File: src/rtl/arith_step_counter.sv
// Registered up/down counter with programmable step, wrap-or-saturate overflow
// handling, parallel load, and overflow/underflow pulse plus sticky reporting.
module arith_step_counter #(
  parameter int WIDTH  = 8,
  parameter int STEP_W = 4
) (
  input  logic              clk,
  input  logic              rst,
  input  logic              en,
  input  logic              load,
  input  logic [WIDTH-1:0]  load_val,
  input  logic              dir,
  input  logic [STEP_W-1:0] step,
  input  logic              sat,
  input  logic              clr_flags,
  output logic [WIDTH-1:0]  count,
  output logic              ovf_pulse,
  output logic              unf_pulse,
  output logic              ovf_sticky,
  output logic              zero
);

  localparam logic [WIDTH-1:0] ALL_ONES = '1;

  logic [WIDTH-1:0] count_q, count_d;
  logic             ovf_pulse_q, ovf_pulse_d;
  logic             unf_pulse_q, unf_pulse_d;
  logic             ovf_sticky_q, ovf_sticky_d;
  logic [WIDTH-1:0] step_ext;
  logic [WIDTH:0]   up_res;
  logic [WIDTH:0]   dn_res;

  // Returns {overflow, next_count}; the carry out of a WIDTH+1 bit sum marks overflow.
  function automatic logic [WIDTH:0] add_step(input logic [WIDTH-1:0] cur,
                                              input logic [WIDTH-1:0] inc,
                                              input logic             sat_mode);
    logic [WIDTH:0] sum;
    sum = {1'b0, cur} + {1'b0, inc};
    if (sum[WIDTH] && sat_mode) begin
      return {1'b1, ALL_ONES};
    end
    return sum;
  endfunction

  // Returns {underflow, next_count}; the borrow bit is set exactly when dec > cur.
  function automatic logic [WIDTH:0] sub_step(input logic [WIDTH-1:0] cur,
                                              input logic [WIDTH-1:0] dec,
                                              input logic             sat_mode);
    logic [WIDTH:0] diff;
    diff = {1'b0, cur} - {1'b0, dec};
    if (diff[WIDTH] && sat_mode) begin
      return {1'b1, {WIDTH{1'b0}}};
    end
    return diff;
  endfunction

  assign step_ext = WIDTH'(step);
  assign up_res   = add_step(count_q, step_ext, sat);
  assign dn_res   = sub_step(count_q, step_ext, sat);

  always_comb begin
    count_d     = count_q;
    ovf_pulse_d = 1'b0;
    unf_pulse_d = 1'b0;
    if (load) begin
      count_d = load_val;
    end else if (en) begin
      if (dir) begin
        count_d     = up_res[WIDTH-1:0];
        ovf_pulse_d = up_res[WIDTH];
      end else begin
        count_d     = dn_res[WIDTH-1:0];
        unf_pulse_d = dn_res[WIDTH];
      end
    end
    // A new event on the same edge as a clear keeps the flag set.
    ovf_sticky_d = (ovf_sticky_q & ~clr_flags) | ovf_pulse_d | unf_pulse_d;
  end

  always_ff @(posedge clk or posedge rst) begin
    if (rst) begin
      count_q      <= '0;
      ovf_pulse_q  <= 1'b0;
      unf_pulse_q  <= 1'b0;
      ovf_sticky_q <= 1'b0;
    end else begin
      count_q      <= count_d;
      ovf_pulse_q  <= ovf_pulse_d;
      unf_pulse_q  <= unf_pulse_d;
      ovf_sticky_q <= ovf_sticky_d;
    end
  end

  assign count      = count_q;
  assign ovf_pulse  = ovf_pulse_q;
  assign unf_pulse  = unf_pulse_q;
  assign ovf_sticky = ovf_sticky_q;
  assign zero       = (count_q == '0);

endmodule

File: config.mk
export PLATFORM = sky130hd
export DESIGN_NAME = arith_step_counter
export DESIGN_NICKNAME = d
export VERILOG_FILES = /design/src/rtl/arith_step_counter.sv
export SDC_FILE = /design/constraint.sdc
export NUM_CORES = 1
export LEC_CHECK = 0
export ABC_AREA = 1
export BUFFER_PORTS_ARGS = -buffer_cell sky130_fd_sc_hd__buf_2
export CORE_ASPECT_RATIO = 0.9
export CORE_UTILIZATION = 47
export CTS_BUF_LIST = sky130_fd_sc_hd__clkbuf_8
export DETAILED_ROUTE_END_ITERATION = 7
export PLACE_DENSITY = 0.72
export SETUP_SLACK_MARGIN = 0.4
export SLEW_MARGIN = 20
export SYNTH_ARGS = -nofsm -noshare
export SYNTH_HDL_FRONTEND = slang
export SYNTH_SLANG_ARGS = --single-unit
File: constraint.sdc
create_clock -name clk -period 2.8 [get_ports clk]
set_clock_uncertainty 0.2 [all_clocks]
set_input_delay 0.56 -clock clk [delete_from_list [all_inputs] [get_ports clk]]
set_output_delay 0.56 -clock clk [all_outputs]
set_load 0.05 [all_outputs]
-- After elaboration in Yosys (flattened, before gate mapping)
Cells that the tools add are included.
- add/sub/neg operators: 2
- mux-type cells: 15
- bitwise operators: 4
- reduce and logical (&&, ||, !) cells: 4
- operators by type and width (operator ; count):
    $mux 9 ; 4
    $mux 8 ; 3
    $add 8x4->9 ; 1
    $sub 8x4->9 ; 1
    $logic_not 8->1 ; 1
    $mux 1 ; 8
    $logic_and 1x1->1 ; 2
    $or 1x1->1 ; 2
    $reduce_bool 2->1 ; 1
    $and 1x1->1 ; 1
    $not 1->1 ; 1
- register bits: 11
- output and inout bits: 12
- logic and storage cells: 29

-- Longest topological paths before layout
- word-level depth: 9
- depth in mapped cells: 14
- depth with buffers taken out: 14

-- Least setup slack after synthesis
OpenSTA, ideal clock, no wires.
- path kind: register -> output
- start: register count_q[4], in the netlist count[4]
- end: output port zero
- data arrival time: 1.725 ns
- data required time: 2.040 ns
- path slack: 0.315 ns
- cell stages (with the launch flop): 7
- path buffers: 1
- cell sequence: dfrtp_1 buf_6 inv_2 nand2_1 nor2_2 nand2_1 nor2_1
- word-level cells in the longest chain between the ends: 1
- ends and longest elaborated chain (what ; RTL line ; source):
    from (decl) ; 25 ; logic [WIDTH-1:0] count_q, count_d;
    from (signal assigned) ; 87 ; count_q <= count_d;
    $logic_not 8->1 ; 98 ; assign zero = (count_q == '0);
    to (decl) ; 20 ; output logic zero
No other way between the ends.

-- Worst setup path after layout
Ends and elaborated chain as after synthesis.

==> flow_summary.json <==
{
  "die-area_mm2": 0.00279,
  "wire_per_inst_um": 12.9,
  "setup_viol": 0,
  "yosys.cell_types.count": 28,
  "dieHeight_um": 50.2,
  "avgViaCountPerCell": 5.10,
  "hold_violations": 0,
  "synth_area_per_cell_um2": 6.43,
  "cp.arrival_ns": 1.55,
  "grt_max_degree": 15,
  "fin_crit_ns": 2.31,
  "worst_ep_required_time_ns": 2.04,
  "cp_cell_sequence": "inv_2, nand2_1, nor2_2, nand2_1, nor2_2, buf_2",
  "numCtsBuffers": 3,
  "ios": 31,
  "tightest_slew_ns": 0.539,
  "crit_fanout": 10,
  "critPathMaxStageDelay_ns": 0.50,
  "syn_inst": 189,
  "holdCritPathClass": "in -> async",
  "dr_total_vias": 1274,
  "p_int_uw": 424,
  "dr.pass1.iters": 4,
  "syn_to_final_growth_pct": 20.0,
  "grtUsageTotal_pct": 26.2,
  "powerDensity_mw_per_mm2": 574,
  "finalSetupTns_ns": 0,
  "route.detailed.drc": 0,
  "maxCapViolCount": 0,
  "hold_buffers": 0,
  "diodes": 0,
  "layout_common_cells": "nand2_1, buf_2, inv_1, nor2_1, nand3_1",
  "crit_slowest_cell": "dfrtp_1",
  "cts_tree": "done",
  "grt_pass1_wl_mm": 5.63,
  "pwr-share-comb_pct": 53.5,
  "p_sw_uw": 412,
  "clkPwrFrac_pct": 20.2,
  "routabilityCongestion": 0.890,
  "port_buffers": 30,
  "rsz0062_at_grt": "false",
  "clockBufferDepth": 2,
  "reg2regPathDepth": 14,
  "syn_nets": 218,
  "drtIter0Drc": 69,
  "p_leak_nw": 0.839,
  "ys_seq_elements": 11,
  "dieWidth_um": 55.6,
  "ys_seq_area_share_pct": 22.7,
  "swShare_pct": 49.3,
  "final_common_cell": "nand2_1",
  "synth_area_mm2": 0.00121,
  "drv_slew": 0,
  "clkSinkCount": 11,
  "layout.nets": 252,
  "hold_slack_ns": 0.123,
  "antenna_found_initial": 0,
  "clkSlewWorstSetupHoldPaths_ns": 0.05,
  "drive_gt1_share_pct": 27.0,
  "place_hpwl_mm": 2.46,
  "synth_warnings": 0,
  "num_rows": 17,
  "criticalPathCategory": "reg -> out",
  "end_kind": "output port",
  "seq_power_share_pct": 26.3,
  "htree_levels": 1,
  "wl_mm": 3.23,
  "worst_slew_margin_rel_pct": 63.9,
  "grt_pass1_vias": 1242,
  "grt_overflow": 0,
  "core_mm2": 0.00245,
  "root_buffer": "clkbuf_8",
  "fin_crit_sh_pct": 82.6,
  "insertion_delay_ns": 0.25,
  "fmax_ghz": 0.432,
  "worstSetupStartpointType": "flip-flop",
  "status": "complete, no violations",
  "vdd_ir_drop_max_uv": 413,
  "initial_core_util_pct": 49.7,
  "antenna_left": 0,
  "fillers": 238
}
metal layers:
layer / global-route usage, % / wire length, um / up-vias / share of wire, %
li1: - / - / 660 / -
met1: 33.1 / 1460 / 552 / 45
met2: 44.6 / 1480 / 56 / 46
met3: 6.44 / 261 / 6 / 8.1
met4: 7.08 / 34 / 0 / 1.1
met5: 0 / 0 / - / 0
cells in the mapped netlist:
library cell | instances | area [um2]
nor3_1 | 5 | 25.0
ha_1 | 8 | 100
clkbuf_1 | 1 | 3.75
a21oi_1 | 9 | 45.0
nor2_1 | 19 | 71.3
nand2_2 | 3 | 18.8
nand3_4 | 1 | 17.5
nand2_1 | 51 | 191
xnor2_1 | 1 | 8.76
nor3_4 | 1 | 16.3
or2_2 | 2 | 12.5
buf_6 | 2 | 22.5
o211ai_1 | 2 | 15.0
a21oi_2 | 1 | 8.76
fa_1 | 2 | 40.0
a22oi_1 | 2 | 15.0
inv_2 | 3 | 11.3
inv_1 | 30 | 113
o21ai_0 | 2 | 10.0
xor2_1 | 2 | 17.5
dfrtp_1 | 11 | 275
nand3b_1 | 1 | 7.51
o21ai_1 | 5 | 25.0
nand3_2 | 2 | 20.0
o21a_1 | 1 | 7.51
nand3_1 | 17 | 85.1
nand4_1 | 1 | 6.26
nor2_2 | 4 | 25.0
final cells by class:
cell class | count | area (um2) | share of cell area (%)
well taps | 28 | 35.0 | 2.40
flip-flops and latches | 11 | 275 | 18.9
repair buffers | 32 | 165 | 11.3
clock buffers | 3 | 41.3 | 2.83
multi-input cells | 142 | 812 | 55.7
clock inverters | 1 | 5.00 | 0.343
inverters | 33 | 124 | 8.50
cells by family after synthesis:
family | after synthesis | share of synthesized area [%]
AOI/OAI and AO/OA | 22 | 10.4
xor gates and xnor gates | 3 | 2.16
adders and majority gates | 10 | 11.5
buffers and inverters | 36 | 12.4
DFF | 11 | 22.7
and+or+nand+nor | 107 | 40.9
power by group through the flow:
stage / Clock (mW) / Sequential (mW) / Combinational [mW]
finish: 0.169 / 0.220 / 0.447
global route: 0.181 / 0.224 / 0.498
CTS: 0.172 / 0.219 / 0.435
detailed placement: 0 / 0.222 / 0.431
global placement: 0 / 0.221 / 0.428
floorplan: 0 / 0.284 / 0.277
path summary, 6_finish.rpt:
| path | endpoint | slack (ns) | start |
|---|---|---|---|
| min | ovf_sticky$_DFF_PP0_ | 0.12 | rst |
| max reg2reg | count[1]$_DFFE_PP0P_ | 0.57 | count[0]$_DFFE_PP0P_ |
| max in group asynchronous | ovf_pulse$_DFF_PP0_ | 1.95 | rst |
| min in group clk | ovf_sticky$_DFF_PP0_ | 0.33 | clr_flags |
| max | zero | 0.49 | count[4]$_DFFE_PP0P_ |
| min reg2reg | ovf_sticky$_DFF_PP0_ | 0.38 | ovf_sticky$_DFF_PP0_ |
registers in the layout, summed over array words and instances, names as in the netlist:
| register | cells |
|---|---|
| count | 8 |
| ovf_pulse | 1 |
| ovf_sticky | 1 |
| unf_pulse | 1 |
critical path, delay by kind of cell, from the launching register on:
| kind | cells | cell delay, ns |
|---|---|---|
| AND/OR/NAND/NOR | 4 | 0.39 |
| flip-flops | 1 | 0.50 |
| buffers and inverters | 2 | 0.40 |
repair_timing:
item,CTS,global route
setup endpoints to repair,0,3
endpoints found under the hold margin,0,0
gates resized for setup,0,8
buffers inserted,0,1
per-stage QoR:
step | utilization, % | power (mW) | std cells | setup WS (ns) | instance area (um2)
finish | 59.6 | 0.836 | 250 | 0.487 | 1460
floorplan | - | 0.561 | 189 | 0.515 | 1220
global route | 59.6 | 0.903 | 250 | 0.397 | 1460
detailed placement | 56.6 | 0.653 | 245 | 0.375 | 1380
global placement | 56.6 | 0.649 | 245 | 0.456 | 1380
CTS | 58.5 | 0.826 | 249 | 0.491 | 1430
Note: power is estimated with default switching activity, not from simulation.
